## src/rtl/fetch_controller_pkg.sv

```systemverilog
// Shared CPU fetch definitions: opcode field position, fetch constants and state encodings.
package cpu_defs;

    localparam int unsigned   OPC_MSB      = 15;
    localparam int unsigned   OPC_LSB      = 12;
    localparam logic [3:0]    CPU_HALT_OP  = 4'hF;
    localparam logic [15:0]   CPU_PC_STEP  = 16'd2;
    localparam logic [15:0]   CPU_RESET_PC = 16'h0000;

    typedef enum logic {
        FETCH  = 1'b0,
        HALTED = 1'b1
    } fetch_state_e;

    function automatic logic has_opcode(input logic [15:0] instr, input logic [3:0] op);
        return instr[OPC_MSB:OPC_LSB] == op;
    endfunction

endpackage

```

## src/rtl/fetch_controller_skid.sv

```systemverilog
// One-entry holding register that parks an instruction returning while IF/ID is stalled.
module fetch_skid_buffer
    import cpu_defs::*;
#(
    parameter int unsigned DATA_W = 16
) (
    input  logic              clk,
    input  logic              rst,
    input  logic              i_load,
    input  logic              i_drain,
    input  logic              i_clear,
    input  logic [DATA_W-1:0] i_instr,
    input  logic [DATA_W-1:0] i_pc,
    output logic              o_valid,
    output logic [DATA_W-1:0] o_instr,
    output logic [DATA_W-1:0] o_pc
);

    logic              r_valid;
    logic [DATA_W-1:0] r_instr;
    logic [DATA_W-1:0] r_pc;

    always_ff @(posedge clk) begin
        if (rst || i_clear) begin
            r_valid <= 1'b0;
        end else if (i_load) begin
            r_valid <= 1'b1;
        end else if (i_drain) begin
            r_valid <= 1'b0;
        end
    end

    always_ff @(posedge clk) begin
        if (rst) begin
            r_instr <= '0;
            r_pc    <= '0;
        end else if (i_load && !i_clear) begin
            r_instr <= i_instr;
            r_pc    <= i_pc;
        end
    end

    assign o_valid = r_valid;
    assign o_instr = r_instr;
    assign o_pc    = r_pc;

endmodule

```

## src/rtl/fetch_controller.sv

```systemverilog
// Instruction-fetch sequencer: owns the PC, drives instruction memory and fills IF/ID.
module fetch_controller
    import cpu_defs::*;
#(
    parameter logic [15:0] RESET_PC = CPU_RESET_PC,
    parameter logic [15:0] PC_STEP  = CPU_PC_STEP,
    parameter logic [3:0]  HALT_OP  = CPU_HALT_OP
) (
    input  logic        clk,
    input  logic        rst,
    output logic        imem_en,
    output logic [15:0] imem_addr,
    input  logic [15:0] imem_rdata,
    input  logic        stall,
    input  logic        redirect,
    input  logic [15:0] redirect_pc,
    output logic        if_valid,
    output logic [15:0] if_instr,
    output logic [15:0] if_pc,
    output logic        halted
);

    fetch_state_e r_state, w_state_next;

    logic [15:0] r_pc;
    logic        r_inflight_valid;
    logic [15:0] r_inflight_pc;
    logic        r_if_valid;
    logic [15:0] r_if_instr;
    logic [15:0] r_if_pc;

    logic        w_ret_halt;
    logic        w_issue;
    logic        w_skid_load;
    logic        w_skid_drain;
    logic        w_skid_clear;
    logic        w_skid_valid;
    logic [15:0] w_skid_instr;
    logic [15:0] w_skid_pc;

    assign w_ret_halt = r_inflight_valid && has_opcode(imem_rdata, HALT_OP);

    always_comb begin
        w_state_next = r_state;
        w_issue      = 1'b0;
        w_skid_load  = 1'b0;
        w_skid_drain = 1'b0;
        w_skid_clear = 1'b0;
        if (rst) begin
            w_state_next = FETCH;
        end else if (redirect) begin
            w_state_next = FETCH;
            w_skid_clear = 1'b1;
        end else begin
            if (w_ret_halt) begin
                w_state_next = HALTED;
            end
            if (stall) begin
                w_skid_load = r_inflight_valid;
            end else begin
                w_skid_drain = w_skid_valid;
                // a returning HALT blocks the issue in its own cycle: no wrong-path read
                w_issue      = (r_state == FETCH) && !w_ret_halt;
            end
        end
    end

    always_ff @(posedge clk) begin
        if (rst) begin
            r_state <= FETCH;
        end else begin
            r_state <= w_state_next;
        end
    end

    always_ff @(posedge clk) begin
        if (rst) begin
            r_pc             <= RESET_PC;
            r_inflight_valid <= 1'b0;
            r_inflight_pc    <= '0;
            r_if_valid       <= 1'b0;
            r_if_instr       <= '0;
            r_if_pc          <= '0;
        end else begin
            r_inflight_valid <= w_issue;
            if (w_issue) begin
                r_inflight_pc <= r_pc;
                r_pc          <= r_pc + PC_STEP;
            end
            if (redirect) begin
                r_pc       <= redirect_pc;
                r_if_valid <= 1'b0;
            end else if (!stall) begin
                if (w_skid_valid) begin
                    r_if_valid <= 1'b1;
                    r_if_instr <= w_skid_instr;
                    r_if_pc    <= w_skid_pc;
                end else if (r_inflight_valid) begin
                    r_if_valid <= 1'b1;
                    r_if_instr <= imem_rdata;
                    r_if_pc    <= r_inflight_pc;
                end else begin
                    r_if_valid <= 1'b0;
                end
            end
        end
    end

    fetch_skid_buffer #(
        .DATA_W (16)
    ) u_skid (
        .clk     (clk),
        .rst     (rst),
        .i_load  (w_skid_load),
        .i_drain (w_skid_drain),
        .i_clear (w_skid_clear),
        .i_instr (imem_rdata),
        .i_pc    (r_inflight_pc),
        .o_valid (w_skid_valid),
        .o_instr (w_skid_instr),
        .o_pc    (w_skid_pc)
    );

    assign imem_en   = w_issue;
    assign imem_addr = r_pc;
    assign if_valid  = r_if_valid;
    assign if_instr  = r_if_instr;
    assign if_pc     = r_if_pc;
    assign halted    = (r_state == HALTED);

endmodule

```

## config.mk

```make
export PLATFORM = sky130hd
export DESIGN_NAME = fetch_controller
export DESIGN_NICKNAME = d
export VERILOG_FILES = /design/src/rtl/fetch_controller_pkg.sv /design/src/rtl/fetch_controller_skid.sv /design/src/rtl/fetch_controller.sv
export SDC_FILE = /design/constraint.sdc
export NUM_CORES = 1
export LEC_CHECK = 0
export BUFFER_PORTS_ARGS = -buffer_cell sky130_fd_sc_hd__buf_2
export CAP_MARGIN = 10
export CORE_MARGIN = 3
export CORE_UTILIZATION = 39
export CTS_BUF_LIST = sky130_fd_sc_hd__clkbuf_4 sky130_fd_sc_hd__clkbuf_8
export DETAILED_ROUTE_END_ITERATION = 12
export GPL_TIMING_DRIVEN = 0
export SYNTH_ARGS = -nofsm -noshare
export SYNTH_HDL_FRONTEND = slang
export SYNTH_SLANG_ARGS = --single-unit
```

## constraint.sdc

```tcl
create_clock -name clk -period 1.74 [get_ports clk]
set_clock_uncertainty 0.05 [all_clocks]
set_input_delay 0 -clock clk [delete_from_list [all_inputs] [get_ports clk]]
set_output_delay 0 -clock clk [all_outputs]
set_load 0.005 [all_outputs]
```

After elaboration in Yosys (flattened, before gate mapping)
Cells that the tools add are included.
{ "word_totals": {"reg_bits": 100, "latchBits": 0, "mem_bits_rw": 0, "romBits": 0, "input_bits": 36, "out_inout_bits": 51, "memories": 0} }
{ "op_classes": {"n_addsub": 1, "mul": 0, "div": 0, "magnitude_cmp": 0, "eq_ne": 1, "shift": 0, "muxes": 21, "n_bitwise": 3, "n_reduce_logical": 11} }
{ "ops": {"columns": ["operator", "count"], "rows": [
  ["16-bit 2-to-1 mux", 6],
  ["16-bit by 2-bit adder with 16-bit output, second input constant", 1],
  ["1-bit 2-to-1 mux", 15],
  ["2-bit nonzero test", 3],
  ["4-bit equality test, second input constant", 1],
  ["1-bit logical AND", 3],
  ["1-bit NOT", 3],
  ["3-bit AND reduction", 1],
  ["1-bit zero test", 2],
  ["2-bit OR reduction", 1],
  ["1-bit logical OR", 1]
]} }

Logic depth before layout (Yosys ltp)
Gate-level depths: netlist of run 1.
{ "logic_depth": {"depth_word": 9, "mapped_depth": 9} }

Cells and area by module
A second synthesis of run 1 with hierarchy kept.
{ "hier_totals": {"hier_cells": 495, "hier_area_um2": 4491.8} }
{ "by_module_without_submodules": {"columns": ["module", "instances", "cells_per_inst", "area_per_inst_um2", "seq_area_each_um2"], "rows": [
  ["fetch_controller", 1, 346, 2991.6, 1341.3],
  ["fetch_skid_buffer", 1, 149, 1500.2, 660.6]
]} }

Worst setup path after synthesis of run 1
OpenSTA, ideal clock, no wires.
{ "synth_timing": {"path_kind": "register to register", "startpoint": "reg r_state (netlist: halted)", "endpoint": "reg r_pc[3] (netlist: imem_addr[3])", "setup_time_ps": 75, "t_arrival_ps": 1723, "path_slack_ps": -108, "path_stages_with_launch": 8, "path_buffers": 2, "synth_period_minus_slack_ps": 1848, "cell_sequence": "dfxtp_1 -> or4_4 -> a21o_1 -> buf_6 -> clkinv_4 -> buf_12 -> mux2_2 -> o22ai_1"} }
{ "synth_via": {"elab_chain_cells": 6} }
{ "synth_rtl": {"columns": ["element", "line", "text"], "rows": [
  ["from (decl)", "fetch_controller.sv:23", "fetch_state_e r_state, w_state_next;"],
  ["from (signal assigned)", "fetch_controller.sv:72", "r_state <= w_state_next;"],
  ["1-bit NOT", "fetch_controller.sv:63", "w_issue = (r_state == FETCH) && !w_ret_halt;"],
  ["1-bit logical AND", "fetch_controller.sv:63", null],
  ["1-bit 2-to-1 mux", "fetch_controller.sv:58", "if (stall) begin"],
  ["1-bit 2-to-1 mux", "fetch_controller.sv:51", "end else if (redirect) begin"],
  ["1-bit 2-to-1 mux", "fetch_controller.sv:49", "if (rst) begin"],
  ["2-bit nonzero test (no line)", null, null],
  ["to (signal assigned)", "fetch_controller.sv:88", "r_pc <= r_pc + PC_STEP;"],
  ["to (signal assigned)", "fetch_controller.sv:91", "r_pc <= redirect_pc;"],
  ["to (decl)", "fetch_controller.sv:25", "logic [15:0] r_pc;"]
]} }
Every way passes these cells.
A chain may end at the register's enable or synchronous reset.

Final worst setup path of run 1
{ "layout_timing": {"startpoint": "reg r_state (netlist: halted)", "endpoint": "reg r_pc[14] (netlist: imem_addr[14])"} }
The elaborated chain is that of the path after synthesis.

==> results by group, run 1 <==
Finish
  • Register area: just over 2000 sq um
  • Layout fillers: 1006
  • Final-stage net count: 664
  • Multi-input gate area: between 2000 and 2500 sq um
  • Design Area, Final: 5510 sq um
  • Layout cells sized above 1: a little under a quarter
  • Area added between synthesis and finish: 31.2%
  • Antenna diode count: 0

Route
  • Vias: ~3900
  • WL/cell: 14.4 um
  • Drt initial violations: 158
  • DRT Pass-1 Iters: 5
  • Post-route DRC: 0
  • Final ANT Viol Nets: 0
  • Wirelength, routed: 11100 um
  • Vias per inst: roughly 5.0

Critical path
  • WP data required: about 2000 ps
  • Critical path class: flop to flop
  • Worst Setup EP: imem_addr[14]$_SDFFE_PP0P_
  • CP Buf/Inv Count: 1
  • Crit Reg-Reg Endpoint: imem_addr[14]$_SDFFE_PP0P_
  • Critical Path Start: halted$_SDFFE_PP0P_
  • Startpoint Class: flop
  • Reg2reg start: halted$_SDFFE_PP0P_
  • Worst path max stage delay: 410 ps
  • Critical path's top delay family: simple AND/OR/NAND/NOR gates
  • CP cell instances: buf_4, nand3b_1, a211o_1, or4_1, a31oi_1
  • Crit path max fanout: 4
  • Critical path data arrival time: just under 2000 ps
  • FF-to-FF setup slack: -1 ps
  • Slowest CP cell: or4_1
  • Critical Path End Type: flop
  • R2R depth: 5
  • Levels on crit path: 5

Global route
  • Global Route Usage Sum: between 10% and 20%
  • Most Used Layer, Global Route: met2
  • Routing usage on met3: roughly 2.8%
  • First-pass GRT wire length: 17600 um
  • Initial antenna violation count: 0
  • M2 GR Usage: 29.9%
  • Grt ovf: 0
  • Vias in the first global route: 3550
  • Pin count of the biggest net entering global routing: 19
  • Met1 usage: 25.9%

Synth
  • Mean Syn Cell Area: 8.69 sq um
  • Mux cell area share after synthesis: 8.37%
  • Largest family of logic cells by synthesized area: simple AND/OR/NAND/NOR gates
  • Gate Count Post-Synth: about 480
  • Synthesized area: 4200 sq um
  • Syn. warnings: 0
  • Synth Area in Compound Gates: 18.4%
  • Simple-gate area share of the yosys netlist: roughly a fifth
  • Library cells used by synthesis: 45
  • Post-Synth Adder-Cell Area: 0.298%
  • Synthesized flop and latch total: 100
  • Mapped Nets: 520
  • Sequential area share after synthesis: 47.7%
  • Synth Area in XOR/XNOR: 0.209%

Placed design
  • Hpwl dp: 7900 um
  • Post-DP Area: 4800 sq um
  • Port buffer count: 84
  • Gpl congestion: 0.860
  • Pre-CTS setup slack: -366 ps

Min path
  • Worst hold path type: input pin to flop

Clocking
  • CTS HTree Levels: 3
  • CTS tree: built
  • CTS root buf: clkbuf_8
  • Worst-path clk slew: 100 ps
  • Number of buffers created by CTS: 9
  • CTS Buffer Depth: 2
  • Worst-Skew Late Latency: about 350 ps
  • Sink Count: 100

Floorplan
  • DIE AREA: 12000 sq um
  • FP Rows: 37
  • Ports: 87
  • Starting Density: 40.3%
  • Die height: 110 um
  • Die width: 110 um
  • Core box area: 10400 sq um

Run
  • Max-cap check violation count: 0

Timing
  • Tcrit/Tclk final: 100%
  • Actual slew at the worst max-slew pin: 733 ps
  • Worst setup margin: -1.21 ps
  • RSZ-0062 raised after global routing: true
  • Max Freq: 0.574 GHz
  • Pins Over Slew Limit: 0
  • Period minus WS final: 1740 ps
  • Final Hold Fails: 0
  • # setup viols final: 1
  • Slew margin rel.: 51.1%

Status
  • Status: complete, but fails checks
  • Failing checks: setup timing

Power
  • Pwr dens: around 770 nW/um^2
  • Largest vdd supply drop: 0.000486 V
  • Leakage: around 2 nW
  • Total power: 4.25 mW
## logic make-up (layout without fill, tap and decap cells)
family | count (synthesis) | count (layout)
and+or+nand+nor | 180 | 180
AOI/OAI and AO/OA | 116 | 116
DFF | 100 | 100
buffers and inverters | 50 | 199
muxes | 35 | 35
adders and majority gates | 1 | 1
xor gates and xnor gates | 1 | 1
## registers in the layout, summed over array words and instances (netlist names)
register          cells
halted                1
if_instr             16
if_pc                16
if_valid              1
imem_addr            16
r_inflight_pc        16
r_inflight_valid      1
u_skid.o_instr       16
u_skid.o_pc          16
u_skid.o_valid        1
## where the power goes
part | switching, mW | internal, mW
clock network | 0.864 | 0.544
logic | 0.220 | 0.221
registers | 0.0548 | 2.34
## tightest hold or removal path: stages
cell	delay, ps
buf_2	160
nor4b_4	80
nand4_1	90
a31oi_1	80
## cell type report
cell class	count	share of cell area (%)
well taps	136	3.09
clock inverters	7	1.07
plain buffers	36	3.25
inverters	10	0.772
flip-flops and latches	100	36.6
multi-input cells	333	36.3
repair buffers	137	16.7
clock buffers	9	2.25
## synthesized netlist by cell type, drive strengths merged
master / count / area, sq um
dfxtp: 100 / 2000
nand2: 90 / 338
nor2: 42 / 158
a21oi: 36 / 180
a211oi: 34 / 255
mux2i: 34 / 340
clkbuf: 33 / 124
o21ai: 16 / 80.1
a31oi: 10 / 62.6
nand2b: 10 / 62.6
inv: 9 / 33.8
buf: 7 / 62.6
nand3: 7 / 35.0
nand3b: 7 / 52.6
nand4: 6 / 37.5
nor3: 6 / 40.0
a311o: 5 / 50.1
and3: 4 / 25.0
o311ai: 3 / 26.3
a211o: 2 / 17.5
o22ai: 2 / 12.5
or3: 2 / 12.5
or4: 2 / 18.8
a2111oi: 1 / 27.5
a21o: 1 / 7.51
a22oi: 1 / 7.51
a311oi: 1 / 8.76
a32oi: 1 / 8.76
a41o: 1 / 10.0
and2: 1 / 6.26
and4: 1 / 8.76
clkinv: 1 / 8.76
ha: 1 / 12.5
mux2: 1 / 11.3
nor4b: 1 / 23.8
o211ai: 1 / 7.51
o31a: 1 / 8.76
or2: 1 / 6.26
xnor2: 1 / 8.76
## worst min path at each step
| stage | slack [ps] | start | to | depth (start not counted) |
|---|---|---|---|---|
| global route | 60 | rst | imem_addr[11]$_SDFFE_PP0P_ | 4 |
| global placement | 190 | redirect_pc[0] | imem_addr[0]$_SDFFE_PP0P_ | 3 |
| finish | 50 | rst | imem_addr[11]$_SDFFE_PP0P_ | 4 |
| CTS | 30 | rst | imem_addr[11]$_SDFFE_PP0P_ | 4 |
| floorplan | 90 | imem_rdata[0] | u_skid.o_instr[0]$_SDFFE_PP0P_ | 2 |
| detailed placement | 190 | redirect_pc[0] | imem_addr[0]$_SDFFE_PP0P_ | 3 |
## per-layer routing
layer	part of all wire [%]	up-vias
li1	-	1985
met1	49	1767
met5	0	-
met2	44	111
met4	1.2	0
met3	5.9	11
## cells in the final DEF (no fill, tap or decap), types with 2 or more instances in the layout
cell type / instances
nand3b_1: 7
nor2_1: 42
nor3_1: 4
buf_2: 84
dfxtp_2: 7
clkbuf_1: 23
nand2b_1: 10
o22ai_1: 2
a21oi_1: 36
nand4_1: 6
dlygate4sd3_1: 35
nand3_1: 6
a211oi_1: 33
clkinv_4: 3
buf_4: 16
o311ai_0: 2
inv_1: 9
a311o_1: 5
a31oi_1: 10
nand2_1: 90
clkbuf_2: 6
buf_1: 3
and3_1: 4
inv_6: 2
clkbuf_8: 9
a211o_1: 2
o21ai_0: 16
buf_6: 4
mux2i_1: 34
or3_1: 2
dfxtp_1: 92
## through the flow
step           cells  setup TNS, ps  hold slack [ps]  util [%]
2_1_floorplan    483              0             86.0         -
3_3_place_gp     703         -14700              189      46.0
3_5_place_dp     703         -17980              194      46.0
4_1_cts          763          -93.1             31.7      52.4
5_1_grt          768          -90.0             57.7      52.9
6_report         768          -1.21             51.8      52.9
## timing repair
item | CTS | global route
pin swaps | 2 | 5
hold buffers | 35 | 0
gates resized for setup | 20 | 7
setup buffers | 12 | 6
hold endpoints to repair | 48 | 0
endpoints found under the setup margin | 64 | 42
(Power assumes the default switching activity.)
==> run 2, diff against run 1 <==
--- a/config.mk
+++ b/config.mk
@@ -7,11 +7,15 @@
 export LEC_CHECK = 0
 export BUFFER_PORTS_ARGS = -buffer_cell sky130_fd_sc_hd__buf_2
 export CAP_MARGIN = 10
+export CELL_PAD_IN_SITES_DETAIL_PLACEMENT = 0
+export CELL_PAD_IN_SITES_GLOBAL_PLACEMENT = 1
 export CORE_MARGIN = 3
-export CORE_UTILIZATION = 39
+export CORE_UTILIZATION = 38
 export CTS_BUF_LIST = sky130_fd_sc_hd__clkbuf_4 sky130_fd_sc_hd__clkbuf_8
 export DETAILED_ROUTE_END_ITERATION = 12
 export GPL_TIMING_DRIVEN = 0
+export PLACE_DENSITY_LB_ADDON = 0.1
 export SYNTH_ARGS = -nofsm -noshare
 export SYNTH_HDL_FRONTEND = slang
 export SYNTH_SLANG_ARGS = --single-unit
+export TNS_END_PERCENT = 5
==> run 2 against run 1 <==
  * The flow still finishes with violations (setup timing)
  * Utilization shrank 0.90 points
  * Fmax shrank 3.4%
  * Sequential power is essentially flat
  * Final area shrank 0.39%
  * Combinational power shrank 3%
  * Power shrank 0.21%
  * First-iteration DRC count shrank 15%
  * Critical path depth grew 2
  * Hold slack lost 6.8 ps
  * Flip-flop and latch count is the same
  * Register-to-register slack lost 60 ps
  * Largest power group unchanged
==> results by group, run 2 (synthesis gave the netlist of run 1 again) <==
Power
  • Pwr dens: 772 nW/um^2
  • Leakage: roughly 2.0 nW
  • Largest vdd supply drop: ~0.00036 V

Floorplan
  • FP Rows: 37
  • Ports: between 80 and 90
  • Die width: 111 um
  • Die height: ~110 um
  • Starting Density: 39.8%
  • Core box area: 10600 sq um
  • DIE AREA: 12300 sq um

Finish
  • Most frequent cells in the layout: 90 x nand2_1, 90 x dfxtp_1, 84 x buf_2, 42 x nor2_1
  • Layout fillers: between 1000 and 1500
  • Area added between synthesis and finish: 30.7%
  • Antenna diode count: 0
  • Post-Layout Cell Count: 763
  • Register area: 2020 sq um
  • Final-stage net count: roughly 660
  • Layout cells sized above 1: 23.3%
  • Finished Core Util: 52.0%
  • Multi-input gate area: 2010 sq um

Clocking
  • Number of buffers created by CTS: 9
  • Sink Count: 100
  • Worst-Skew Late Latency: 370 ps
  • CTS HTree Levels: 3
  • Worst-path clk slew: 100 ps
  • CTS root buf: clkbuf_8
  • CTS tree: built
  • CTS Buffer Depth: 2

Route
  • Final ANT Viol Nets: 0
  • WL/cell: 14.8 um
  • Vias per inst: 4.98
  • Wirelength, routed: 11300 um
  • Post-route DRC: 0
  • Drt initial violations: 134
  • DRT Pass-1 Iters: 4
  • Vias: 3799

Critical path
  • Cell mode on critical path: buf_6
  • Critical path data arrival time: between 1500 and 2000 ps
  • Worst path max stage delay: 420 ps
  • CP cell instances: or4_4, a21o_1, buf_6, clkinv_4, buf_12, buf_8, buf_6
  • FF-to-FF setup slack: -60 ps
  • WP data required: 1690 ps
  • Slowest CP cell: or4_4
  • Crit path max fanout: 8
  • Startpoint Class: flop
  • Critical path class: flop to output pin
  • Critical Path End Type: output pin

Global route
  • Grt ovf: 0
  • First-pass GRT wire length: 18900 um
  • Pin count of the biggest net entering global routing: 19
  • Vias in the first global route: 3697
  • Global Route Usage Sum: a little under a fifth
  • Initial antenna violation count: 0

Min path
  • Worst hold path type: input pin to flop

Timing
  • Period minus WS final: between 1500 and 2000 ps
  • Max Freq: 0.555 GHz
  • Slew margin rel.: between 40% and 50%
  • # setup viols final: 5
  • Pins Over Slew Limit: 0
  • Worst setup margin: -63.2 ps
  • Tcrit/Tclk final: 104%
  • Actual slew at the worst max-slew pin: 773 ps
  • Final Hold Fails: 0
  • RSZ-0062 raised after global routing: true

Run
  • Max-cap check violation count: 0

Status
  • Status: complete, but fails checks
  • Failing checks: setup timing

Placed design
  • Gpl congestion: 0.836
  • Hpwl dp: slightly above 8000 um
  • Port buffer count: 84
  • Number of placed cells counting well taps: 703
==> run 2: worst max-delay path: cells and delay by family (launching register included) <==
kind                   cells  cell delay (ps)
AO/OA/AOI/OAI              1              180
flip-flops                 1              340
AND/OR/NAND/NOR            1              420
buffers and inverters      5              440
==> run 2: power by group <==
part,switching (mW),internal (mW)
clock network,0.869,0.543
registers,0.0558,2.34
logic,0.215,0.213
total,1.14,3.10
==> run 2: worst paths after layout <==
path / startpoint / endpoint / cells past startpoint
setup / recovery: halted$_SDFFE_PP0P_ / imem_en / 7
hold / removal: redirect / imem_addr[4]$_SDFFE_PP0P_ / 5
setup reg to reg: halted$_SDFFE_PP0P_ / imem_addr[5]$_SDFFE_PP0P_ / 6
hold reg to reg: u_skid.o_pc[0]$_SDFFE_PP0P_ / u_skid.o_pc[0]$_SDFFE_PP0P_ / 2
==> run 2: per-layer routing <==
layer	routed length (um)	track usage, %
met5	0	0
met4	74	4.22
met3	523	3.66
met2	5400	31.1
met1	5300	24.8
==> run 2: area by class of cell <==
type | instances | share of cell area (%)
Tap cell | 136 | 3.10
Clock inverter | 7 | 1.05
Inverter | 10 | 0.775
Timing Repair Buffer | 131 | 15.8
Sequential cell | 100 | 36.8
Clock buffer | 9 | 2.26
Multi-Input combinational cell | 333 | 36.6
Buffer | 37 | 3.60
==> run 2: repair_timing <==
| item | in CTS | in global routing |
|---|---|---|
| gates resized for setup | 21 | 13 |
| endpoints found under the hold margin | 48 | 0 |
| setup endpoints to repair | 64 | 62 |
| setup buffers | 8 | 3 |
| hold buffers | 36 | 0 |
| pin swaps | 1 | 5 |
==> run 2: metrics by stage <==
| step | worst slack (ps) | hold slack (ps) | TNS (ps) | power (mW) | instance area, sq um |
|---|---|---|---|---|---|
| final | -63.2 | 44.9 | -138 | 4.24 | 5490 |
| after global routing | -121 | 86.1 | -903 | 4.43 | 5490 |
| after CTS | -71.9 | 29.9 | -245 | 4.29 | 5440 |
| after detailed placement | -490 | 199 | -22120 | 2.80 | 4790 |
| after global placement | -409 | 190 | -18150 | 2.80 | 4790 |
| after floorplan | -71.2 | 86.0 | -252 | 2.64 | 4200 |
==> run 3, diff against run 2 <==
--- a/config.mk
+++ b/config.mk
@@ -15,6 +15,7 @@
 export DETAILED_ROUTE_END_ITERATION = 12
 export GPL_TIMING_DRIVEN = 0
 export PLACE_DENSITY_LB_ADDON = 0.1
+export RECOVER_POWER = 100
 export SYNTH_ARGS = -nofsm -noshare
 export SYNTH_HDL_FRONTEND = slang
 export SYNTH_SLANG_ARGS = --single-unit
==> run 3 against run 2 <==
  * The flow still finishes with violations (setup timing)
  * Final area is 0.78% lower
  * Die area stayed put
  * Register-to-register slack hardly changed
  * Utilization is 0.40 points lower
  * Flip-flop and latch count stayed put
  * Via count is 0.47% higher
  * Sequential share of layout area is 0.10 points higher
  * Non-clock buffer count stayed put
  * Routed wire length is 0.26% higher
  * Clock-buffer cell count stayed put
  * Fmax is 0.11% higher
  * Power is 0.24% lower
  * Critical endpoint unchanged
  * Highest routed layer unchanged
==> results by group, run 3 (synthesis gave the netlist of run 1 again) <==
Status
  • Status: complete, but fails checks
  • Failing checks: setup timing

Global route
  • Pin count of the biggest net entering global routing: 19
  • First-pass GRT wire length: 18900 um
  • Global Route Usage Sum: 18.6%
  • Grt ovf: 0
  • Initial antenna violation count: 0
  • Vias in the first global route: about 3700

Timing
  • Final Hold Fails: 0
  • # setup viols final: 4
  • Period minus WS final: 1800 ps
  • Max Freq: 0.555 GHz
  • Slew margin rel.: 48.9%
  • Actual slew at the worst max-slew pin: ~770 ps
  • Setup TNS: -161 ps
  • RSZ-0062 raised after global routing: true
  • Tcrit/Tclk final: 104%
  • Worst setup margin: -61.2 ps
  • Pins Over Slew Limit: 0

Critical path
  • Critical Path Start: halted$_SDFFE_PP0P_
  • Critical path class: flop to output pin
  • Crit path max fanout: 8
  • WP data required: 1690 ps
  • Worst Setup EP: imem_en
  • Reg2reg start: halted$_SDFFE_PP0P_
  • Critical path data arrival time: about 1800 ps
  • Startpoint Class: flop
  • Crit Reg-Reg Endpoint: imem_addr[5]$_SDFFE_PP0P_
  • Critical Path End Type: output pin
  • R2R depth: 6
  • FF-to-FF setup slack: -60 ps

Finish
  • Antenna diode count: 0
  • Finished Core Util: just over 50%
  • Register area: 2010 sq um
  • Layout fillers: 1063
  • Most frequent cells in the layout: 96 x dfxtp_1, 90 x nand2_1, 63 x buf_2, 42 x clkbuf_1, 42 x nor2_1
  • Area added between synthesis and finish: 29.7%
  • Design Area, Final: 5450 sq um
  • Final-stage net count: 659
  • Commonest non-fill, non-tap cell in the layout: dfxtp_1
  • Layout cells sized above 1: 19.0%
  • Multi-input gate area: 2000 sq um

Clocking
  • Sink Count: 100
  • CTS Buffer Depth: 2
  • CTS HTree Levels: 3
  • CTS tree: built
  • Number of buffers created by CTS: 9
  • Worst-path clk slew: 100 ps
  • CTS root buf: clkbuf_8
  • Worst-Skew Late Latency: 370 ps

Run
  • Max-cap check violation count: 0

Power
  • Switching Share: 26.8%
  • Pwr dens: around 780 nW/um^2
  • Seq pwr share: 56.7%
  • Total power: 4.23 mW
  • Largest vdd supply drop: 0.000360 V
  • Combinational fraction of design power: ~10%
  • Pint: 3.09 mW
  • P_sw: 1.13 mW
  • Leakage: 1.90 nW
  • Power share of the clock group: 33.3%

Floorplan
  • FP Rows: 37
  • Die height: between 100 and 150 um
  • Die width: 111 um
  • Core box area: ~11000 sq um
  • Starting Density: 39.8%
  • Ports: 87
  • DIE AREA: 12300 sq um

Min path
  • Worst hold path type: input pin to flop

Route
  • Final ANT Viol Nets: 0
  • Wirelength, routed: ~11000 um
  • Vias per inst: 5.00
  • Vias: 3817
  • DRT Pass-1 Iters: 4
  • WL/cell: 14.8 um
  • Drt initial violations: 118
  • Post-route DRC: 0

Placed design
  • Gpl congestion: around 0.84
  • Pre-CTS setup slack: -490 ps
  • Post-DP Area: 4790 sq um
  • Port buffer count: 84
  • Hpwl dp: 8110 um
run 3: changes by cell type in the layout (fill, tap and decap cells not counted), moves of 5 or more:
cell and change:
buf_2 -21, clkbuf_1 +20, dfxtp_1 +6, dfxtp_2 -5
run 3: metal layers:
metal	part of all wire, %	global-route usage (%)	vias up
met1	47	24.8	1738
met4	0.84	4.22	0
met3	4.9	3.66	11
met5	0	0	-
met2	47	31.1	97
li1	-	-	1971
run 3: cell type report:
class	count	share of cell area, %
well taps	136	3.12
clock buffers	9	2.27
plain buffers	37	3.63
flip-flops and latches	100	36.9
repair buffers	131	15.5
multi-input cells	333	36.8
inverters	10	0.781
clock inverters	7	1.06
run 3: stage by stage:
step / cells / hold WS (ps)
global placement: 703 / 190
detailed placement: 703 / 199
finish: 763 / 50.6
CTS: 761 / 29.9
global route: 763 / 89.2
floorplan: 483 / 86.0
run 3: power by group through the flow:
stage               combinational, mW  clock, mW  sequential (mW)
floorplan                       0.200          0             2.44
global placement                0.352          0             2.45
detailed placement              0.356          0             2.45
CTS                             0.432       1.46             2.40
global route                    0.471       1.55             2.41
finish                          0.422       1.41             2.40
run 3: repair_timing:
| item | CTS | global route |
|---|---|---|
| buffers inserted | 8 | 3 |
| hold endpoints to repair | 48 | 0 |
| endpoints found under the setup margin | 64 | 62 |
| hold buffers | 36 | 0 |
| pin swaps | 1 | 5 |
| resized for setup | 21 | 13 |
run 3: worst min path at each step:
stage | from | end | slack, ps | cells past startpoint
after detailed placement | redirect_pc[0] | imem_addr[0]$_SDFFE_PP0P_ | 200 | 3
after global routing | imem_rdata[15] | u_skid.o_instr[15]$_SDFFE_PP0P_ | 90 | 3
final | redirect | imem_addr[4]$_SDFFE_PP0P_ | 50 | 5
after floorplan | imem_rdata[0] | u_skid.o_instr[0]$_SDFFE_PP0P_ | 90 | 2
after CTS | imem_rdata[15] | u_skid.o_instr[15]$_SDFFE_PP0P_ | 30 | 3
after global placement | redirect_pc[0] | imem_addr[0]$_SDFFE_PP0P_ | 190 | 3
run 3: critical path, stage by stage (launching register included):
cell and delay (ps):
dfxtp_2 340, or4_4 420, a21o_1 180, buf_6 120, clkinv_4 40, buf_12 110
buf_8 90, buf_6 80
